$ cat src/rtl/aurora_link_recovery_pkg.sv
`default_nettype none
// ============================================================================
// Module   : aurora_link_recovery_pkg
// Purpose  : State encoding and counter-width helpers shared by the Aurora
//            link supervisor, its interface and its soft-error window.
// Contents : state_e enum, ST_* legacy constants, STATE_W / RETRY_W,
//            cnt_w() and max_int() constant functions.
// Revision : 1.0 - initial release
// ============================================================================
package aurora_link_recovery_pkg;

  localparam int STATE_W = 3;
  localparam int RETRY_W = 4;

  typedef enum logic [STATE_W-1:0] {
    S_DISABLED = 3'd0,
    S_WAIT_UP  = 3'd1,
    S_UP       = 3'd2,
    S_SYS_RST  = 3'd3,
    S_GT_RST   = 3'd4
  } state_e;

  // Plain-vector aliases so the FSM register can stay a logic vector.
  localparam logic [STATE_W-1:0] ST_DISABLED = S_DISABLED;
  localparam logic [STATE_W-1:0] ST_WAIT_UP  = S_WAIT_UP;
  localparam logic [STATE_W-1:0] ST_UP       = S_UP;
  localparam logic [STATE_W-1:0] ST_SYS_RST  = S_SYS_RST;
  localparam logic [STATE_W-1:0] ST_GT_RST   = S_GT_RST;

  // One spare bit over $clog2 so a counter can hold the parameter value itself.
  function automatic int cnt_w(input int v);
    return $clog2(v) + 1;
  endfunction

  function automatic int max_int(input int a, input int b);
    return (a > b) ? a : b;
  endfunction

endpackage
`default_nettype wire

$ cat src/rtl/aurora_link_recovery_if.sv
`default_nettype none
// ============================================================================
// Module   : aurora_link_recovery_if
// Purpose  : Status/request bundle between the Aurora core glue and the link
//            supervisor.
// Ports    : slave  - supervisor side: status in, requests/observability out
//            master - core/support side: drives status, sees requests
// Revision : 1.0 - initial release
// ============================================================================
interface aurora_link_recovery_if;
  import aurora_link_recovery_pkg::*;

  logic               enable;
  logic               channel_up;
  logic               lane_up;
  logic               hard_err;
  logic               soft_err;
  logic               sys_reset_req;
  logic               gt_reset_req;
  logic [STATE_W-1:0] state;
  logic [RETRY_W-1:0] retry_cnt;
  logic               gt_ack_timeout;

  modport master (
    output enable, channel_up, lane_up, hard_err, soft_err,
    input  sys_reset_req, gt_reset_req, state, retry_cnt, gt_ack_timeout
  );

  modport slave (
    input  enable, channel_up, lane_up, hard_err, soft_err,
    output sys_reset_req, gt_reset_req, state, retry_cnt, gt_ack_timeout
  );
endinterface
`default_nettype wire

$ cat src/rtl/aurora_link_recovery_soft_win.sv
`default_nettype none
// ============================================================================
// Module   : aurora_link_recovery_soft_win
// Purpose  : Windowed, saturating soft-error counter. Counts soft_err strobes
//            while run is high; the window restarts every SOFT_WINDOW cycles
//            and whenever run is low.
// Ports    : clk, rst (async, active-high), run, soft_err in; limit_hit out
// Revision : 1.0 - initial release
// ============================================================================
module aurora_link_recovery_soft_win
  import aurora_link_recovery_pkg::*;
#(
  parameter int SOFT_ERR_LIMIT = 8,
  parameter int SOFT_WINDOW    = 2**16
) (
  input  logic clk,
  input  logic rst,
  input  logic run,
  input  logic soft_err,
  output logic limit_hit
);

  localparam int CW = cnt_w(SOFT_ERR_LIMIT);
  localparam int WW = cnt_w(SOFT_WINDOW);

  logic [CW-1:0] err_cnt;
  logic [WW-1:0] win_cnt;

  always_ff @(posedge clk or posedge rst) begin
    if (rst) begin
      err_cnt <= '0;
      win_cnt <= '0;
    end else if (!run) begin
      err_cnt <= '0;
      win_cnt <= '0;
    end else if (win_cnt == WW'(SOFT_WINDOW - 1)) begin
      err_cnt <= '0;
      win_cnt <= '0;
    end else begin
      win_cnt <= win_cnt + 1'b1;
      if (soft_err && (err_cnt != CW'(SOFT_ERR_LIMIT)))
        err_cnt <= err_cnt + 1'b1;
    end
  end

  // Include the strobe being sampled so the limit is caught on the same edge,
  // even when that strobe lands in the last cycle of a window.
  assign limit_hit = run && ((err_cnt == CW'(SOFT_ERR_LIMIT)) ||
                             (soft_err && (err_cnt == CW'(SOFT_ERR_LIMIT - 1))));

endmodule
`default_nettype wire

$ cat src/rtl/aurora_link_recovery.sv
`default_nettype none
// ============================================================================
// Module   : aurora_link_recovery
// Purpose  : Aurora 8b10b single-lane link supervisor. Retries with soft
//            system resets, escalates to a GT reset after MAX_RETRY failures,
//            and treats the returning synchronized GT reset as acknowledge.
// Ports    : USER_CLK      clock
//            gt_rst_sync   async active-high reset / GT-reset acknowledge
//            lnk (slave)   enable, channel_up, lane_up, hard_err, soft_err in;
//                          sys_reset_req, gt_reset_req, state, retry_cnt,
//                          gt_ack_timeout out (all registered)
// Revision : 1.0 - initial release
// ============================================================================
module aurora_link_recovery
  import aurora_link_recovery_pkg::*;
#(
  parameter int UP_TIMEOUT     = 2**20,
  parameter int RST_HOLD       = 16,
  parameter int MAX_RETRY      = 4,
  parameter int GT_HOLD_MAX    = 4096,
  parameter int SOFT_ERR_LIMIT = 8,
  parameter int SOFT_WINDOW    = 2**16
) (
  input  logic                 USER_CLK,
  input  logic                 gt_rst_sync,
  aurora_link_recovery_if.slave lnk
);

  // One timer serves WAIT_UP, SYS_RST and GT_RST; it is cleared on every
  // state entry, so sizing it for the largest limit is sufficient.
  localparam int TW = max_int(cnt_w(UP_TIMEOUT),
                              max_int(cnt_w(RST_HOLD), cnt_w(GT_HOLD_MAX)));

  logic [STATE_W-1:0] cur_state;
  logic [TW-1:0]      timer;
  logic [RETRY_W-1:0] retries;
  logic               sys_req;
  logic               gt_req;
  logic               ack_timeout;
  logic               limit_hit;
  logic               link_ok;
  logic               fail;

  aurora_link_recovery_soft_win #(
    .SOFT_ERR_LIMIT (SOFT_ERR_LIMIT),
    .SOFT_WINDOW    (SOFT_WINDOW)
  ) u_soft_win (
    .clk       (USER_CLK),
    .rst       (gt_rst_sync),
    .run       (cur_state == ST_UP),
    .soft_err  (lnk.soft_err),
    .limit_hit (limit_hit)
  );

  assign link_ok = lnk.channel_up && lnk.lane_up;

  // All fail causes collapse into one flag, so coincident causes count once.
  // Link-up wins over a simultaneous WAIT_UP timeout.
  always_comb begin
    fail = 1'b0;
    if (cur_state == ST_WAIT_UP)
      fail = !link_ok && (timer == TW'(UP_TIMEOUT - 1));
    else if (cur_state == ST_UP)
      fail = !link_ok || lnk.hard_err || limit_hit;
  end

  always_ff @(posedge USER_CLK or posedge gt_rst_sync) begin
    if (gt_rst_sync) begin
      cur_state   <= ST_DISABLED;
      timer       <= '0;
      retries     <= '0;
      sys_req     <= 1'b0;
      gt_req      <= 1'b0;
      ack_timeout <= 1'b0;
    end else begin
      // Requests trail the state by one edge; gating with enable drops them
      // on the same edge that the FSM falls back to DISABLED.
      sys_req <= lnk.enable && (cur_state == ST_SYS_RST);
      gt_req  <= lnk.enable && (cur_state == ST_GT_RST);

      if (!lnk.enable) begin
        cur_state <= ST_DISABLED;
        timer     <= '0;
      end else if (fail) begin
        timer <= '0;
        if (retries < RETRY_W'(MAX_RETRY)) begin
          retries   <= retries + 1'b1;
          cur_state <= ST_SYS_RST;
        end else begin
          cur_state <= ST_GT_RST;
        end
      end else begin
        case (cur_state)
          ST_DISABLED: begin
            cur_state <= ST_WAIT_UP;
            timer     <= '0;
          end
          ST_WAIT_UP: begin
            if (link_ok) begin
              cur_state <= ST_UP;
              retries   <= '0;
              timer     <= '0;
            end else begin
              timer <= timer + 1'b1;
            end
          end
          ST_UP: begin
            timer <= '0;
          end
          ST_SYS_RST: begin
            if (timer == TW'(RST_HOLD - 1)) begin
              cur_state <= ST_WAIT_UP;
              timer     <= '0;
            end else begin
              timer <= timer + 1'b1;
            end
          end
          ST_GT_RST: begin
            // Normal exit is the async reset; this is the no-acknowledge path.
            if (timer == TW'(GT_HOLD_MAX - 1)) begin
              ack_timeout <= 1'b1;
              retries     <= '0;
              cur_state   <= ST_WAIT_UP;
              timer       <= '0;
            end else begin
              timer <= timer + 1'b1;
            end
          end
          default: begin
            cur_state <= ST_DISABLED;
            timer     <= '0;
          end
        endcase
      end
    end
  end

  assign lnk.state          = cur_state;
  assign lnk.sys_reset_req  = sys_req;
  assign lnk.gt_reset_req   = gt_req;
  assign lnk.retry_cnt      = retries;
  assign lnk.gt_ack_timeout = ack_timeout;

endmodule
`default_nettype wire

$ cat src/flat_wrapper.sv
// flat-port wrapper written by rule: the top's interface ports become plain ports
module aurora_link_recovery_flat import aurora_link_recovery_pkg::*;
#(
  parameter int UP_TIMEOUT     = 2**20,
  parameter int RST_HOLD       = 16,
  parameter int MAX_RETRY      = 4,
  parameter int GT_HOLD_MAX    = 4096,
  parameter int SOFT_ERR_LIMIT = 8,
  parameter int SOFT_WINDOW    = 2**16
)
  (USER_CLK, gt_rst_sync, lnk_enable, lnk_channel_up, lnk_lane_up, lnk_hard_err, lnk_soft_err, lnk_sys_reset_req, lnk_gt_reset_req, lnk_state, lnk_retry_cnt, lnk_gt_ack_timeout);
  aurora_link_recovery_if lnk_i ();
  input  logic USER_CLK;
  input  logic gt_rst_sync;
  input wire logic [$bits(lnk_i.enable)-1:0] lnk_enable;
  input wire logic [$bits(lnk_i.channel_up)-1:0] lnk_channel_up;
  input wire logic [$bits(lnk_i.lane_up)-1:0] lnk_lane_up;
  input wire logic [$bits(lnk_i.hard_err)-1:0] lnk_hard_err;
  input wire logic [$bits(lnk_i.soft_err)-1:0] lnk_soft_err;
  output wire logic [$bits(lnk_i.sys_reset_req)-1:0] lnk_sys_reset_req;
  output wire logic [$bits(lnk_i.gt_reset_req)-1:0] lnk_gt_reset_req;
  output wire logic [$bits(lnk_i.state)-1:0] lnk_state;
  output wire logic [$bits(lnk_i.retry_cnt)-1:0] lnk_retry_cnt;
  output wire logic [$bits(lnk_i.gt_ack_timeout)-1:0] lnk_gt_ack_timeout;
  assign lnk_i.enable = lnk_enable;
  assign lnk_i.channel_up = lnk_channel_up;
  assign lnk_i.lane_up = lnk_lane_up;
  assign lnk_i.hard_err = lnk_hard_err;
  assign lnk_i.soft_err = lnk_soft_err;
  assign lnk_sys_reset_req = lnk_i.sys_reset_req;
  assign lnk_gt_reset_req = lnk_i.gt_reset_req;
  assign lnk_state = lnk_i.state;
  assign lnk_retry_cnt = lnk_i.retry_cnt;
  assign lnk_gt_ack_timeout = lnk_i.gt_ack_timeout;
  aurora_link_recovery #(.UP_TIMEOUT(UP_TIMEOUT), .RST_HOLD(RST_HOLD), .MAX_RETRY(MAX_RETRY), .GT_HOLD_MAX(GT_HOLD_MAX), .SOFT_ERR_LIMIT(SOFT_ERR_LIMIT), .SOFT_WINDOW(SOFT_WINDOW)) u_core (.USER_CLK(USER_CLK), .gt_rst_sync(gt_rst_sync), .lnk(lnk_i));
endmodule
$ cat config.mk
export PLATFORM = sky130hd
export DESIGN_NAME = aurora_link_recovery_flat
export DESIGN_NICKNAME = d
export VERILOG_FILES = /design/src/rtl/aurora_link_recovery_pkg.sv /design/src/rtl/aurora_link_recovery_if.sv /design/src/rtl/aurora_link_recovery_soft_win.sv /design/src/rtl/aurora_link_recovery.sv /design/src/flat_wrapper.sv
export SDC_FILE = /design/constraint.sdc
export NUM_CORES = 1
export LEC_CHECK = 0
export ABC_AREA = 1
export CELL_PAD_IN_SITES_DETAIL_PLACEMENT = 1
export CELL_PAD_IN_SITES_GLOBAL_PLACEMENT = 1
export CORE_ASPECT_RATIO = 1.25
export CORE_MARGIN = 2
export CORE_UTILIZATION = 40
export DETAILED_ROUTE_END_ITERATION = 12
export GPL_TIMING_DRIVEN = 0
export PLACE_DENSITY_LB_ADDON = 0.1
export RECOVER_POWER = 50
export SYNTH_ARGS = -nofsm -noshare
export SYNTH_HDL_FRONTEND = slang
export SYNTH_SLANG_ARGS = --single-unit
$ cat constraint.sdc
create_clock -name USER_CLK -period 4.4 [get_ports USER_CLK]
set_input_delay 1.32 -clock USER_CLK [delete_from_list [all_inputs] [get_ports USER_CLK]]
set_output_delay 1.32 -clock USER_CLK [all_outputs]
set_load 0.05 [all_outputs]
# Yosys cells after proc, flatten, opt, wreduce, memory -nomap -nowiden
# Index checks and enable logic that the tools add are counted.
# classes
n_addsub	4
mul	0
div	0
n_lt_le_gt_ge	1
n_eq_ne	19
n_shift	0
muxes	25
n_bitwise	1
n_reduce_logical	16
# ops
cell	n
$mux 21	5
$pmux 21 s3	1
$mux 17	2
$mux 4	7
$add 21x1->21 const B	1
$eq 21x12->1 const B	1
$eq 21x20->1 const B	1
$eq 21x4->1 const B	1
$mux 3	6
$add 17x1->17 const B	1
$eq 17x16->1 const B	1
$pmux 3 s5	1
$add 4x1->4 const B	2
$ne 4x3->1 const B	2
$pmux 4 s2	1
$reduce_and 4->1	2
$logic_and 1x1->1	7
$eq 3x2->1 const B	2
$ne 3x1->1 const B	2
$ne 3x2->1 const B	2
$reduce_and 5->1	1
$eq 4x3->1 const B	1
$eq 4x4->1 const B	1
$lt 4x3->1 const B	1
11 further kinds	14
# totals
ff_bits	52
latch_bits	0
mem_bits_rw	0
romBits	0
in_bits	7
out_inout_bits	10
word_cells	74
memories	0

# Longest topological paths before layout
# depth
ltp_word	9
mapped_depth	13
ltp_nobuf	13

# By module
# A second synthesis with hierarchy kept.
# hier_totals
hier_cells	373
area_unflattened_um2	2934.1
# by_module_without_submodules
mod	n_inst	cells_per_inst	area_each_um2
aurora_link_recovery	1	218	1741.7
aurora_link_recovery_soft_win	1	155	1192.4

# Worst setup path after synthesis
# OpenSTA, ideal clock, no wires.
# synth_timing
kind	input -> register
from	input lnk_channel_up
to	register u_core.cur_state[2], in the netlist u_core.lnk.state[2]
t_arrival_ps	2238
t_required_ps	4272
setup_slack_ps	2034
cell_stages	9
n_path_buf	1
cell_sequence	nand2_1 > inv_1 > nor2_1 > nand4_4 > nand2_4 > nor2_2 > nand2_4 > buf_12 > o22ai_2
# synth_between
elab_chain_cells	8
word_cells_on_any_way	14
classes_between	4 x eq/ne; 4 x mux; 6 x reduce/logical
# synth_lines
element	line_no	text
from (decl)	flat_wrapper.sv:16	input wire logic [$bits(lnk_i.channel_up)-1:0] lnk_channel_up;
$logic_and 1x1->1 (*)	aurora_link_recovery.sv:55	assign link_ok = lnk.channel_up && lnk.lane_up;
$logic_not 1->1	aurora_link_recovery.sv:62, aurora_link_recovery.sv:64	
$logic_or 1x1->1 (2 in series)	aurora_link_recovery.sv:64	fail = !link_ok || lnk.hard_err || limit_hit;
$mux 1	aurora_link_recovery.sv:63	else if (cur_state == ST_UP)
$mux 1	aurora_link_recovery.sv:61	if (cur_state == ST_WAIT_UP)
$ne 4x2->1 (no line), or another cell as far along	--	
$reduce_and 4->1 (no line) / $mux 3 (equally long branches)	--	
to (signal assigned)	aurora_link_recovery.sv:69	cur_state <= ST_DISABLED;
to (signal assigned)	aurora_link_recovery.sv:82	cur_state <= ST_DISABLED;
to (signal assigned)	aurora_link_recovery.sv:88	cur_state <= ST_SYS_RST;
to (decl)	aurora_link_recovery.sv:34	logic [STATE_W-1:0] cur_state;
# Every way passes the cells marked *; elsewhere a longest branch is shown, timed or not.
# A chain may end at the register's enable or synchronous reset.

# Worst setup path after layout
# layout_timing
from	register u_core.cur_state[1], in the netlist u_core.lnk.state[1]
to	output lnk_state[1]
# layout_rtl
element	line_no	text
to (decl)	flat_wrapper.sv:22	output wire logic [$bits(lnk_i.state)-1:0] lnk_state;
# No word-level cell between the ends.

==> results_dict.tcl <==
set metrics [dict create \
    dr.pass1.iters 4 \
    reg2reg_from "u_core.u_soft_win.win_cnt[0]" \
    ir_worst_vdd_mv 0.197 \
    required_ns 3.08 \
    period_share_pct 66.6 \
    whs_path_depth 1 \
    holdPathEnd "u_core.lnk.gt_ack_timeout" \
    start_util_pct 41.7 \
    slew_viol_final 0 \
    fin_nets 393 \
    final_area_mm2 0.00330 \
    yosysWarnings 0 \
    rrSetupSlack_ns 2.40 \
    path_clk_slew_ns 0.11 \
    core_mm2 0.00702 \
    setup_viol 0 \
    rr_endpoint "u_core.u_soft_win.win_cnt[3]" \
    grt_use_met3_pct 3.45 \
    syn_nets 369 \
    pin_count 17 \
    status "completed" \
    syn_to_final_growth_pct 12.9 \
    layout-drive-gt1-share_pct 10.2 \
    routed_via_density 4.94 \
    grtUsageMet1_pct 22.0 \
    buffer_ports.inserted 16 \
    grt_antenna_before_repair 0 \
    fin_crit_ns 2.93 \
    finalNonFillerCells 472 \
    setup_tns_ns 0 \
    cts_resized 0 \
    htreeDepth 2 \
    max_freq_mhz 341 \
    hold_class "flop to flop" \
    r2r_cells 9 \
    synth_edf_count 0 \
    grt-busiest-layer "met2" \
    insertion_delay_ns 0.32 \
    drcViolationCount 0 \
    ys_seq_elements 52 \
    grt_use_met2_pct 30.8 \
    synth_top_cells_by_count "70 x nor2_1, 66 x nand2_1, 52 x dfrtp_1" \
    vias 2332 \
    slowest_delay_ns 0.84 \
    cts_hold_buf 0 \
    synth_ff_type "dfrtp_1" \
    cts_tree "done" \
    slowest_stage "clkdlybuf4s50_1" \
    end_kind "output pin" \
    track_usage_pct 18.0 \
    cts_made_buffers 5 \
    grt_max_degree 40 \
    die_w_um 80.5 \
    worst_slew_margin_rel_pct 59.7 \
    dp_cells 464 \
    gr-total-overflow 0 \
    critPathTopFamily "buffers and inverters" \
    die_h_um 99.6 \
    yosys.area.top_type "dfrtp_1" \
    cp_cell_sequence "clkdlybuf4s50_1" \
    worst-path-max-fanout 5 \
    wire_per_inst_um 13.5 \
    syn_inst 357 \
    die_area_mm2 0.00801 \
    cellLeakagePower_nw 1.56 \
    place_area_mm2 0.00322 \
    clock_path_buffers 2 \
    syn_avg_cell_area_um2 8.19 \
    drv_cap 0 \
    ant_nets 0 \
    powerDensity_mw_per_mm2 368 \
    ys_top_cells_by_area "dfrtp_1 45%, nor2_1 9.0%, nand2_1 8.5%" \
    post-cts-setup-buffers 0 \
    hold_viol 0 \
    crit_type "flop to output pin" \
    hp-start "u_core.lnk.gt_ack_timeout" \
    cp.buffers_inverters 1 \
    drtIter0Drc 45 \
    wl_um 6360 \
    synth_cell_types 38 \
    clkSinkCount 52 \
    worstMarginPinSlew_ns 0.605 \
    diodes 0 \
    std_cell_rows 34 \
    synth_area_mm2 0.00292 \
    grt_pass1_vias 2476 \
    cts-root-buf "clkbuf_8" \
    async_flop_share_pct 100 \
    dp_hpwl_um 4820 \
    yosysSeqAreaShare_pct 44.5 \
    rsz0062_at_grt "false" \
    gp_congestion 0.815 \
    worstPathArrival_ns 1.61 \
    synth_top_area_share_pct 44.5 \
    yosys.cell_count.top_type "nor2_1" \
    cp-start-kind "flop" \
    skew_ns 0.0146 \
    grt_pass1_wl_um 11300 \
]
-- placed cells by master (no fill, tap or decap), types with 5 or more instances in the layout --
| master | count |
|---|---|
| ha_1 | 5 |
| nor2_1 | 71 |
| o21ai_0 | 5 |
| nor3_2 | 5 |
| nand4_1 | 8 |
| inv_1 | 49 |
| nand3_1 | 28 |
| clkdlybuf4s50_1 | 15 |
| dfrtp_1 | 52 |
| clkbuf_8 | 5 |
| xnor2_1 | 5 |
| nor3_1 | 6 |
| xor2_1 | 18 |
| nand2_1 | 66 |
-- final cells by class --
| cell class | instances | area [um2] |
|---|---|---|
| Tap cell | 90 | 113 |
| Sequential cell | 52 | 1300 |
| Inverter | 51 | 191 |
| Buffer | 4 | 43.8 |
| Multi-Input combinational cell | 250 | 1380 |
| Clock buffer | 5 | 68.8 |
| Timing Repair Buffer | 17 | 180 |
| Fill cell | 865 | 3720 |
| Clock inverter | 3 | 23.8 |
-- layer usage --
layer	share of wire [%]	wire [um]
met5	0	0
met4	2.5	156
met3	2.7	174
met2	50	3200
met1	44	2830
-- power breakdown --
part	leakage [nW]	total, mW	switching (mW)	internal (mW)
sequential	0.722	0.537	0.0318	0.506
clock	0.0404	0.289	0.176	0.113
combinational	0.794	0.387	0.257	0.130
total	1.56	1.21	0.465	0.749
-- state kept, by name (all words and copies together), names as in the netlist --
name                       count
u_core.lnk.gt_ack_timeout      1
u_core.lnk.gt_reset_req        1
u_core.lnk.retry_cnt           4
u_core.lnk.state               3
u_core.lnk.sys_reset_req       1
u_core.timer                  21
u_core.u_soft_win.err_cnt      4
u_core.u_soft_win.win_cnt     17
-- how the worst max path moves through the flow --
stage                             start                        end  cells after the start
floorplan                   gt_rst_sync  u_core.lnk.gt_ack_timeout                      1
global placement            gt_rst_sync    u_core.lnk.retry_cnt[2]                      2
detailed placement       lnk_channel_up            u_core.timer[5]                     10
CTS                 u_core.lnk.state[1]               lnk_state[1]                      1
global route        u_core.lnk.state[1]               lnk_state[1]                      1
finish              u_core.lnk.state[1]               lnk_state[1]                      1
-- stage by stage --
| step | hold WS, ns | worst slack (ns) | power (mW) | utilization (%) |
|---|---|---|---|---|
| finish | 0.488 | 1.47 | 1.21 | 47.0 |
| global route | 0.515 | 1.43 | 1.30 | 47.0 |
| CTS | 0.494 | 1.47 | 1.24 | 47.1 |
| detailed placement | 0.470 | 1.33 | 0.947 | 45.8 |
| global placement | 0.453 | 0.716 | 0.940 | 45.5 |
| floorplan | 0.451 | 1.82 | 0.831 | - |
-- cell families (layout without fill, tap and decap cells) --
group,count (synthesis),after routing,synth area share (%)
XOR/XNOR,23,23,6.89
flip-flops,52,52,44.5
AND/OR/NAND/NOR,204,204,33.8
adder cells (fa/ha/maj),5,5,2.14
AO/OA/AOI/OAI,18,18,4.58
buffers and inverters,55,80,8.04
No activity file was read; power rests on OpenSTA's default activity.
